--- src/rtl/vehicle_pkg.sv ---
// Shared vehicle definitions: selector codes, gearbox FSM states,
// engine RPM defaults and the kickdown throttle threshold.
package vehicle_pkg;

    // Selector lever position codes.
    typedef enum logic [3:0] {
        SEL_P = 4'd3,
        SEL_R = 4'd6,
        SEL_N = 4'd9,
        SEL_D = 4'd12
    } sel_code_e;

    typedef enum logic [1:0] {
        ST_NEUTRAL = 2'd0,
        ST_HOLD    = 2'd1,
        ST_SHIFT   = 2'd2
    } gbx_state_e;

    localparam int IDLE_RPM_DEF      = 800;
    localparam int REDLINE_DEF       = 8000;
    localparam int NEUTRAL_LIMIT_DEF = 4000;

    // Throttle level that requests a kickdown, and the RPM headroom the
    // lower gear must keep below redline for the kickdown to be allowed.
    localparam int KICKDOWN_ACCEL  = 230;
    localparam int KICKDOWN_MARGIN = 1000;

    // Free-revving RPM gain per throttle step when no gear is engaged.
    localparam int NEUTRAL_ACCEL_GAIN = 20;

    // Collapse the two selector wires into a lever code; D wins over R.
    function automatic sel_code_e sel_decode(input logic drive, input logic rev);
        if (drive)
            return SEL_D;
        else if (rev)
            return SEL_R;
        else
            return SEL_N;
    endfunction

endpackage

--- src/rtl/gearbox_rpm_calc.sv ---
// Combinational in-gear engine RPM:
//   IDLE + max(speed - (gear-1)*STEP, 0)*SLOPE + (accel_en ? accel*2 : 0),
// saturated to REDLINE. Math is carried at least RPM_W+4 bits wide so no
// intermediate term can wrap.
module gearbox_rpm_calc
    import vehicle_pkg::*;
#(
    parameter int GW         = 3,
    parameter int SPEED_W    = 8,
    parameter int RPM_W      = 14,
    parameter int SHIFT_STEP = 30,
    parameter int RPM_SLOPE  = 60,
    parameter int IDLE_RPM   = IDLE_RPM_DEF,
    parameter int REDLINE    = REDLINE_DEF
) (
    input  logic [GW-1:0]      gear,
    input  logic [SPEED_W-1:0] speed,
    input  logic [7:0]         accel,
    input  logic               accel_en,
    output logic [RPM_W-1:0]   rpm
);

    localparam int MW = (RPM_W + 4 > 32) ? RPM_W + 4 : 32;

    logic [MW-1:0] base;
    logic [MW-1:0] over;
    logic [MW-1:0] sum;

    // Speed above the bottom of this gear's band, scaled, plus throttle blip.
    always_comb begin
        base = '0;
        if (gear != '0)
            base = (MW'(gear) - MW'(1)) * MW'(SHIFT_STEP);
        over = (MW'(speed) > base) ? (MW'(speed) - base) : '0;
        sum  = MW'(IDLE_RPM) + over * MW'(RPM_SLOPE)
             + (accel_en ? MW'(accel) * MW'(2) : '0);
        rpm  = (sum > MW'(REDLINE)) ? RPM_W'(REDLINE) : sum[RPM_W-1:0];
    end

endmodule

--- src/rtl/gearbox_shift_ctrl.sv ---
// Automatic transmission controller for NUM_GEARS forward gears.
// NEUTRAL -> HOLD -> SHIFT state machine with hysteresis and a timed
// torque cut per shift, plus a registered engine RPM for the dashboard.
// Optional kickdown on heavy throttle: define GEARBOX_KICKDOWN_EN.
module gearbox_shift_ctrl
    import vehicle_pkg::*;
#(
    parameter int NUM_GEARS     = 6,
    parameter int SPEED_W       = 8,
    parameter int RPM_W         = 14,
    parameter int SHIFT_STEP    = 30,
    parameter int HYST          = 5,
    parameter int SHIFT_TICKS   = 3,
    parameter int RPM_SLOPE     = 60,
    parameter int IDLE_RPM      = IDLE_RPM_DEF,
    parameter int NEUTRAL_LIMIT = NEUTRAL_LIMIT_DEF,
    parameter int REDLINE       = REDLINE_DEF,
    localparam int GW           = $clog2(NUM_GEARS + 1)
) (
    input  logic               clk,
    input  logic               rst,
    input  logic               engine_on,
    input  logic               tick_speed,
    input  logic               drive_sel,
    input  logic               rev_sel,
    input  logic               low_gear_mode,
    input  logic [GW-1:0]      max_gear_limit,
    input  logic [SPEED_W-1:0] speed,
    input  logic [7:0]         accel,
    output logic [GW-1:0]      gear_num,
    output logic               shifting,
    output logic               torque_cut,
    output logic               shift_up,
    output logic               shift_dn,
    output logic [RPM_W-1:0]   rpm
);

    localparam int MW = (RPM_W + 4 > 32) ? RPM_W + 4 : 32;
    localparam int CW = (SHIFT_TICKS < 2) ? 1 : $clog2(SHIFT_TICKS + 1);

    gbx_state_e     state;
    logic [CW-1:0]  cnt;

    sel_code_e      sel;
    logic           sel_d;
    logic           sel_r;
    logic           abort;
    logic [GW-1:0]  lim_eff;
    logic [GW-1:0]  ceil_g;
    logic           force_dn;
    logic           norm_dn;
    logic           norm_up;
    logic           kick_dn;
    logic           up_ok;
    logic           dn_go;
    logic           up_go;
    logic [MW-1:0]  nsum;
    logic [RPM_W-1:0] rpm_neutral;
    logic [RPM_W-1:0] rpm_drive;

    // Selector decode, gear ceiling and the raw shift conditions.
    always_comb begin
        sel     = sel_decode(drive_sel, rev_sel);
        sel_d   = (sel == SEL_D);
        sel_r   = (sel == SEL_R);
        abort   = !engine_on || !(sel_d || sel_r);

        // A zero limit still allows first gear; clamp to the top gear.
        lim_eff = (max_gear_limit == '0) ? GW'(1) : max_gear_limit;
        if (lim_eff > GW'(NUM_GEARS))
            lim_eff = GW'(NUM_GEARS);
        ceil_g  = low_gear_mode ? lim_eff : GW'(NUM_GEARS);

        force_dn = (gear_num > ceil_g);
        norm_dn  = (gear_num > GW'(1)) &&
                   ((MW'(speed) + MW'(HYST)) <
                    ((MW'(gear_num) - MW'(1)) * MW'(SHIFT_STEP)));
        norm_up  = (gear_num < ceil_g) &&
                   (MW'(speed) >= MW'(gear_num) * MW'(SHIFT_STEP));

        // Every downshift source moves one gear; they only differ in
        // priority over the upshift.
        dn_go = force_dn || kick_dn || norm_dn;
        up_go = !dn_go && norm_up && up_ok;
    end

`ifdef GEARBOX_KICKDOWN_EN
    logic [GW-1:0]    gear_below;
    logic [RPM_W-1:0] rpm_pred;
    logic             kd_accel;

    assign gear_below = (gear_num > GW'(1)) ? (gear_num - GW'(1)) : GW'(1);
    assign kd_accel   = (accel >= 8'(KICKDOWN_ACCEL));

    // RPM the engine would see one gear lower, throttle term excluded.
    gearbox_rpm_calc #(
        .GW         (GW),
        .SPEED_W    (SPEED_W),
        .RPM_W      (RPM_W),
        .SHIFT_STEP (SHIFT_STEP),
        .RPM_SLOPE  (RPM_SLOPE),
        .IDLE_RPM   (IDLE_RPM),
        .REDLINE    (REDLINE)
    ) u_rpm_pred (
        .gear     (gear_below),
        .speed    (speed),
        .accel    (accel),
        .accel_en (1'b0),
        .rpm      (rpm_pred)
    );

    assign kick_dn = kd_accel && (gear_num > GW'(1)) &&
                     (MW'(rpm_pred) < MW'(REDLINE - KICKDOWN_MARGIN));
    // Holding the throttle down keeps the lower gear.
    assign up_ok   = !kd_accel;
`else
    assign kick_dn = 1'b0;
    assign up_ok   = 1'b1;
`endif

    // In-gear RPM for the current gear; throttle is ignored during torque cut.
    gearbox_rpm_calc #(
        .GW         (GW),
        .SPEED_W    (SPEED_W),
        .RPM_W      (RPM_W),
        .SHIFT_STEP (SHIFT_STEP),
        .RPM_SLOPE  (RPM_SLOPE),
        .IDLE_RPM   (IDLE_RPM),
        .REDLINE    (REDLINE)
    ) u_rpm_main (
        .gear     (gear_num),
        .speed    (speed),
        .accel    (accel),
        .accel_en (!torque_cut),
        .rpm      (rpm_drive)
    );

    // Free-revving RPM with the neutral rev limiter.
    always_comb begin
        nsum        = MW'(IDLE_RPM) + MW'(accel) * MW'(NEUTRAL_ACCEL_GAIN);
        rpm_neutral = (nsum > MW'(NEUTRAL_LIMIT)) ? RPM_W'(NEUTRAL_LIMIT)
                                                  : nsum[RPM_W-1:0];
    end

    // Shift sequencer: gear, torque-cut timing and one-clk shift pulses.
    always_ff @(posedge clk or posedge rst) begin
        if (rst) begin
            state      <= ST_NEUTRAL;
            gear_num   <= GW'(1);
            shifting   <= 1'b0;
            torque_cut <= 1'b0;
            shift_up   <= 1'b0;
            shift_dn   <= 1'b0;
            cnt        <= '0;
        end else begin
            shift_up <= 1'b0;
            shift_dn <= 1'b0;
            if (abort) begin
                // Engine off or lever out of D/R beats any pending tick.
                state      <= ST_NEUTRAL;
                gear_num   <= GW'(1);
                shifting   <= 1'b0;
                torque_cut <= 1'b0;
                cnt        <= '0;
            end else begin
                case (state)
                    ST_NEUTRAL: begin
                        gear_num <= GW'(1);
                        state    <= ST_HOLD;
                    end
                    ST_HOLD: begin
                        // Reverse never shifts; D evaluates once per tick.
                        if (tick_speed && sel_d) begin
                            if (dn_go) begin
                                gear_num   <= gear_num - GW'(1);
                                shift_dn   <= 1'b1;
                                shifting   <= 1'b1;
                                torque_cut <= 1'b1;
                                cnt        <= CW'(SHIFT_TICKS);
                                state      <= ST_SHIFT;
                            end else if (up_go) begin
                                gear_num   <= gear_num + GW'(1);
                                shift_up   <= 1'b1;
                                shifting   <= 1'b1;
                                torque_cut <= 1'b1;
                                cnt        <= CW'(SHIFT_TICKS);
                                state      <= ST_SHIFT;
                            end
                        end
                    end
                    ST_SHIFT: begin
                        // The tick that ends the cut does not also evaluate.
                        if (tick_speed) begin
                            if (cnt <= CW'(1)) begin
                                cnt        <= '0;
                                shifting   <= 1'b0;
                                torque_cut <= 1'b0;
                                state      <= ST_HOLD;
                            end else begin
                                cnt <= cnt - CW'(1);
                            end
                        end
                    end
                    default: begin
                        state    <= ST_NEUTRAL;
                        gear_num <= GW'(1);
                    end
                endcase
            end
        end
    end

    // Registered engine RPM, one clk behind its inputs.
    always_ff @(posedge clk or posedge rst) begin
        if (rst)
            rpm <= '0;
        else if (!engine_on)
            rpm <= '0;
        else if (state == ST_NEUTRAL)
            rpm <= rpm_neutral;
        else
            rpm <= rpm_drive;
    end

endmodule

--- config.mk ---
export PLATFORM = sky130hd
export DESIGN_NAME = gearbox_shift_ctrl
export DESIGN_NICKNAME = d
export VERILOG_FILES = /design/src/rtl/vehicle_pkg.sv /design/src/rtl/gearbox_rpm_calc.sv /design/src/rtl/gearbox_shift_ctrl.sv
export SDC_FILE = /design/constraint.sdc
export NUM_CORES = 1
export LEC_CHECK = 0
export ABC_CLOCK_PERIOD_IN_PS = 14600
export CORE_UTILIZATION = 55
export CTS_BUF_LIST = sky130_fd_sc_hd__clkbuf_8 sky130_fd_sc_hd__clkbuf_16
export CTS_CLUSTER_DIAMETER = 30
export DETAILED_ROUTE_END_ITERATION = 7
export DONT_BUFFER_PORTS = 1
export PLACE_DENSITY = 0.78
export SYNTH_ARGS = -nofsm -noshare
export SYNTH_HDL_FRONTEND = slang
export SYNTH_SLANG_ARGS = --single-unit
--- constraint.sdc ---
create_clock -name clk -period 14.6 [get_ports clk]
set_clock_uncertainty 0.15 [all_clocks]
set_input_delay 0.73 -clock clk [delete_from_list [all_inputs] [get_ports clk]]
set_output_delay 0.73 -clock clk [all_outputs]
set_load 0.05 [all_outputs]
* Yosys cells after proc, flatten, opt, wreduce, memory -nomap -nowiden
Index checks and enable logic that the tools add are counted.
Widths: inputs -> output; s select.
** Storage, ports and cells
- Logic and storage cells :: 104
- Bits in registers :: 24
** Cells by class
- $lt $le $gt $ge :: 10
- Multipliers :: 4
- Equal/unequal tests :: 9
- Add/subtract/negate cells :: 9
- Reductions and logical operators :: 18
- Multiplexer cells :: 47
** Operators with widths (count)
- $mux 32 :: 2
- $mux 14 :: 4
- $add 10x32->32 const A :: 1
- $add 32x32->32 :: 1
- $gt 32x13->1 const B :: 1
- $gt 8x32->1 :: 1
- $lt 9x32->1 :: 1
- $mul 32x4->30 const B :: 1
- $mul 32x4->31 const B :: 1
- $sub 8x32->32 :: 1
- $mux 2 :: 12
- $mux 3 :: 7
- $mux 1 :: 15
- $add 10x13->14 const A :: 1
- $gt 14x12->1 const B :: 1
- $mul 8x3->11 const B :: 1
- $add 8x3->9 const B :: 1
- $mux 9 :: 1
- $ne 3x3->1 const B :: 3
- $ge 8x8->1 :: 1
- $mux 4 :: 2
- $reduce_and 4->1 :: 2
- $mul 3x4->7 const B :: 1
- $pmux 2 s3 :: 1
- 26 further kinds :: 34

* Depth between registers and ports, before layout
- Depth after elaboration :: 14
- Gate-level depth with buffers :: 47

* Cells and area by module
Synthesis repeated with hierarchy kept, for this count alone.
** Second synthesis, totals
- Cell total of the unflattened synthesis :: 1023
- Area total of the unflattened synthesis :: 8162.8 µm²
** By module, submodules not included
- gearbox_rpm_calc :: seq. area each 0.0 µm², instances 1, cells an instance 719, area an instance 5403.9 µm²
- gearbox_shift_ctrl :: seq. area each 601.8 µm², instances 1, cells an instance 304, area an instance 2758.9 µm²

* Worst setup path after synthesis
No wires, ideal clock.
- Path type :: reg2reg
- Start :: reg gear_num[1]
- End :: reg rpm[6]
- Library setup time :: 120 ps
- Data required time :: 14330 ps
- Path buffers :: 5
- Setup slack :: 4061 ps
- Arrival :: 10268 ps
- Clock period less this slack :: 10539 ps
- Cell stages (with the launch flop) :: 38
- Cells stage by stage :: dfrtp_1 -> inv_1 -> ha_1 -> xor2_1 -> ha_1 -> inv_1 -> fa_1 -> fa_1 -> or2_2 -> ha_1 -> a21o_1 -> a21o_1 -> a31oi_1 -> or2_2 -> clkbuf_1 -> inv_1 -> ha_1 -> nand2_1 -> [2 not listed] -> clkbuf_1 -> nand3_1 -> fa_1 -> fa_1 -> inv_1 -> ha_1 -> buf_2 -> a21oi_2 -> o21ai_0 -> mux2_2 -> and4bb_2 -> and4b_1 -> nand3_1 -> nor4_1 -> mux2i_1 -> or4b_1 -> buf_2 -> o211a_1
** Between the ends
- Cells in the longest elaborated chain, start to end :: 12
- Elaborated cells on any way between the ends :: 14
** RTL lines
- start: declaration :: line gearbox_shift_ctrl.sv:30 : output logic [GW-1:0] gear_num,
- start signal: assignment :: line gearbox_shift_ctrl.sv:175 : gear_num <= gear_num - GW'(1);
- start signal: assignment :: line gearbox_shift_ctrl.sv:182 : gear_num <= gear_num + GW'(1);
- $sub 3x1->4 :: line gearbox_rpm_calc.sv:33 : base = (MW'(gear) - MW'(1)) * MW'(SHIFT_STEP);
- $mul 32x4->31 :: line gearbox_rpm_calc.sv:33
- $mux 32 * :: line gearbox_rpm_calc.sv:32 : if (gear != '0)
- $sub 8x32->32 or $gt 8x32->1 (tied branches) :: line gearbox_rpm_calc.sv:34 : over = (MW'(speed) > base) ? (MW'(speed) - base) : '0;
- $mux 32 * :: line gearbox_rpm_calc.sv:34
- $mul 32x4->30 * :: line gearbox_rpm_calc.sv:35 : sum = MW'(IDLE_RPM) + over * MW'(RPM_SLOPE)
- $add 10x32->32 * :: line gearbox_rpm_calc.sv:35
- $add 32x32->32 * :: line gearbox_rpm_calc.sv:36 : + (accel_en ? MW'(accel) * MW'(2) : '0);
- $gt 32x13->1 :: line gearbox_rpm_calc.sv:37 : rpm = (sum > MW'(REDLINE)) ? RPM_W'(REDLINE) : sum[RPM_W-1:0];
- $mux 14 * :: line gearbox_rpm_calc.sv:37
- $mux 14 * :: line gearbox_shift_ctrl.sv:219 : else if (state == ST_NEUTRAL)
- $mux 14 * :: line gearbox_shift_ctrl.sv:217 : else if (!engine_on)
- end signal: assignment :: line gearbox_shift_ctrl.sv:220 : rpm <= rpm_neutral;
- end signal: assignment :: line gearbox_shift_ctrl.sv:222 : rpm <= rpm_drive;
- end: declaration :: line gearbox_shift_ctrl.sv:35 : output logic [RPM_W-1:0] rpm
Mark *: on every way between the ends. The rest lies on a longest branch, timed or not.
A chain may end at the register's enable or synchronous reset.

* Worst setup path after layout
Same ends and word-level chain as after synthesis.

==> reports/qor.yml <==
yosys:
  yosys_register_bits: 23
  synth.distinct_cells: 80
  synth_edf_count: 0
  syn_inst: 924
  synth_top_area_frac: 0.186
  syn_area_um2: 7340
  synth_seq_area_share: 0.0785
  async_flop_share: 1.00
  avgSynthCellArea_um2: 7.95
  ys_warn_count: 0
  yosys.area.top_type: "ha_1"
  ys_top_cells_by_area: "ha_1 (19%), fa_1 (12%), dfrtp_1 (7.5%)"
  synth_ff_type: "dfrtp_1"
routing:
  wl_per_cell_um: 15.0
  drt_iter0_markers: 338
  ant_nets: 0
  drc: 0
  drt-total-wl_um: 16100
  drtPass1Iterations: 5
  avgViaCountPerCell: 5.88
  vias: 6353
grt:
  grt_remaining_overflow: 0
  grt_pass1_wl_um: 28100
  grt_pass1_vias: 6057
  antenna_found_initial: 0
  grtUsageTotal: 0.239
  grt_max_degree: 34
cells_and_area:
  diodes: 0
  layout_commonest_cell: "ha_1"
  layout-drive-gt1-share: 0.0518
  final_cell_mix: "ha_1 (109), inv_1 (95), nand2_1 (83)"
  area_growth_syn_to_layout_pct: 2.93
  nNetsFinal: 1089
floorplanning:
  fp.dieH_um: 118
  core.rowCount: 41
  io_pins: 47
  die_area_um2: 13800
  core-area_um2: 12800
  start_util: 0.573
  die_w_um: 118
timing:
  min_period_over_period: 0.779
  tightestPinTransition_ps: 915
  fin_crit_ps: 11370
  slew_violations: 0
  grt_setup_unrepaired: "false"
  slew_headroom: 0.389
  setup_ws_ps: 3230
  fmax_mhz: 87.9
  tns_ps: 0
  finalSetupViolations: 0
  hold_viol_final: 0
clock_network:
  numCtsBuffers: 3
  clk_pin_slew_ps: 70
  cts_tree: "done"
  insertion_delay_ps: 260
  ctsResizeCount: 0
  clock-sinks: 23
  hold_buffers: 0
  clk_path_buf_depth: 2
  cts_root_buf: "clkbuf_16"
  postCtsSetupBuffers: 0
  h-tree-depth: 1
place:
  place_congestion: 0.887
  pre_cts_slack_ps: 3330
  hpwl_um: 13600
  io_buffers: 0
outcome:
  run_status: "complete, no violations"
setup_path:
  critPathMaxStageDelay_ps: 820
  worstSetupEndpointType: "flop"
  required_ps: 14600
  cp_slowest_cell: "dfrtp_1"
  crit_path_frequent_cell: "ha_1"
  start_kind: "flop"
  critPathMaxFanout: 12
  crit_type: "reg -> reg"
  cp.arrival_ps: 11370
min_path:
  hold_path.class: "in -> async"
flow_run:
  cap_violations: 0
==> path summary, 6_finish.rpt <==
path / from / end / slack [ps] / cells after the start
max in group asynchronous: rst / rpm[7]$_DFF_PP0_ / 13330 / 1
hold / removal: rst / shift_up$_DFF_PP0_ / 400 / 1
setup reg to reg: gear_num[1]$_DFFE_PP0P_ / rpm[6]$_DFF_PP0_ / 3230 / 40
setup / recovery: gear_num[1]$_DFFE_PP0P_ / rpm[6]$_DFF_PP0_ / 3230 / 40
min in group clk: cnt[0]$_DFFE_PP0P_ / cnt[0]$_DFFE_PP0P_ / 410 / 1
hold reg to reg: cnt[0]$_DFFE_PP0P_ / cnt[0]$_DFFE_PP0P_ / 410 / 1
==> registers in the layout (all words and copies together), names as in the netlist <==
| register | count |
|---|---|
| shift_dn | 1 |
| gear_num | 3 |
| rpm | 13 |
| shift_up | 1 |
| cnt | 2 |
| torque_cut | 1 |
| state | 2 |
==> stage by stage <==
| stage | hold slack [ps] | cells | util | instance area, um2 |
|---|---|---|---|---|
| 5_1_grt | 438 | 1080 | 0.589 | 7560 |
| 3_5_place_dp | 405 | 1076 | 0.583 | 7480 |
| 4_1_cts | 413 | 1080 | 0.589 | 7560 |
| 6_report | 405 | 1080 | 0.589 | 7560 |
| 3_3_place_gp | 385 | 1076 | 0.583 | 7480 |
| 2_1_floorplan | 359 | 925 | - | 7350 |
==> per-layer routing <==
layer,track usage,wire length (um)
met1,0.336,7690
met2,0.403,7470
met3,0.0170,735
met4,0.0497,248
met5,0,0
==> cells in the mapped netlist, drive strengths merged (5+ instances only) <==
cell type,instances
clkbuf,14
inv,95
o31ai,6
or2,11
nand4,9
nor4,8
o21bai,6
ha,109
o21a,17
o2111ai,7
nand2,84
xnor2,54
and2,10
xor2,35
mux2i,5
a31oi,11
a21o,23
nor2b,19
o22ai,6
a21oi,60
buf,9
o211ai,10
and3,12
o21ai,37
a21boi,6
nor2,63
a211oi,8
nand2b,18
nand3,24
nor3,11
dfrtp,22
fa,45
==> cell families (layout without fill, tap and decap cells) <==
| group | after synthesis | in the layout | share of synthesized area |
|---|---|---|---|
| buffers and inverters | 118 | 101 | 0.0625 |
| multiplexers | 8 | 8 | 0.0114 |
| AND/OR/NAND/NOR | 295 | 295 | 0.206 |
| other | 1 | 2 | 0.000511 |
| flip-flops | 23 | 23 | 0.0785 |
| adder cells (fa/ha/maj) | 158 | 158 | 0.314 |
| AO/OA/AOI/OAI | 232 | 232 | 0.220 |
| XOR/XNOR | 89 | 89 | 0.107 |
==> worst max-delay path, delay by kind of cell, from the launching register on <==
kind	cells	cell delay [ps]
AOI/OAI and AO/OA	12	2690
xor gates and xnor gates	2	630
adders and majority gates	10	3430
buffers and inverters	4	490
DFF	1	820
muxes	1	220
and+or+nand+nor	11	2810
==> layout make-up <==
type	count	area (um2)
tap	172	215
inverter	95	357
timing repair buffer	2	15.0
sequential	23	577
multi-input combinational	784	6320
fill	1161	5270
clock buffer	3	75.1
clock inverter	1	5.00
Power is not shown: default switching activity piles up to over one toggle a cycle in this logic, so the estimate is an artifact.
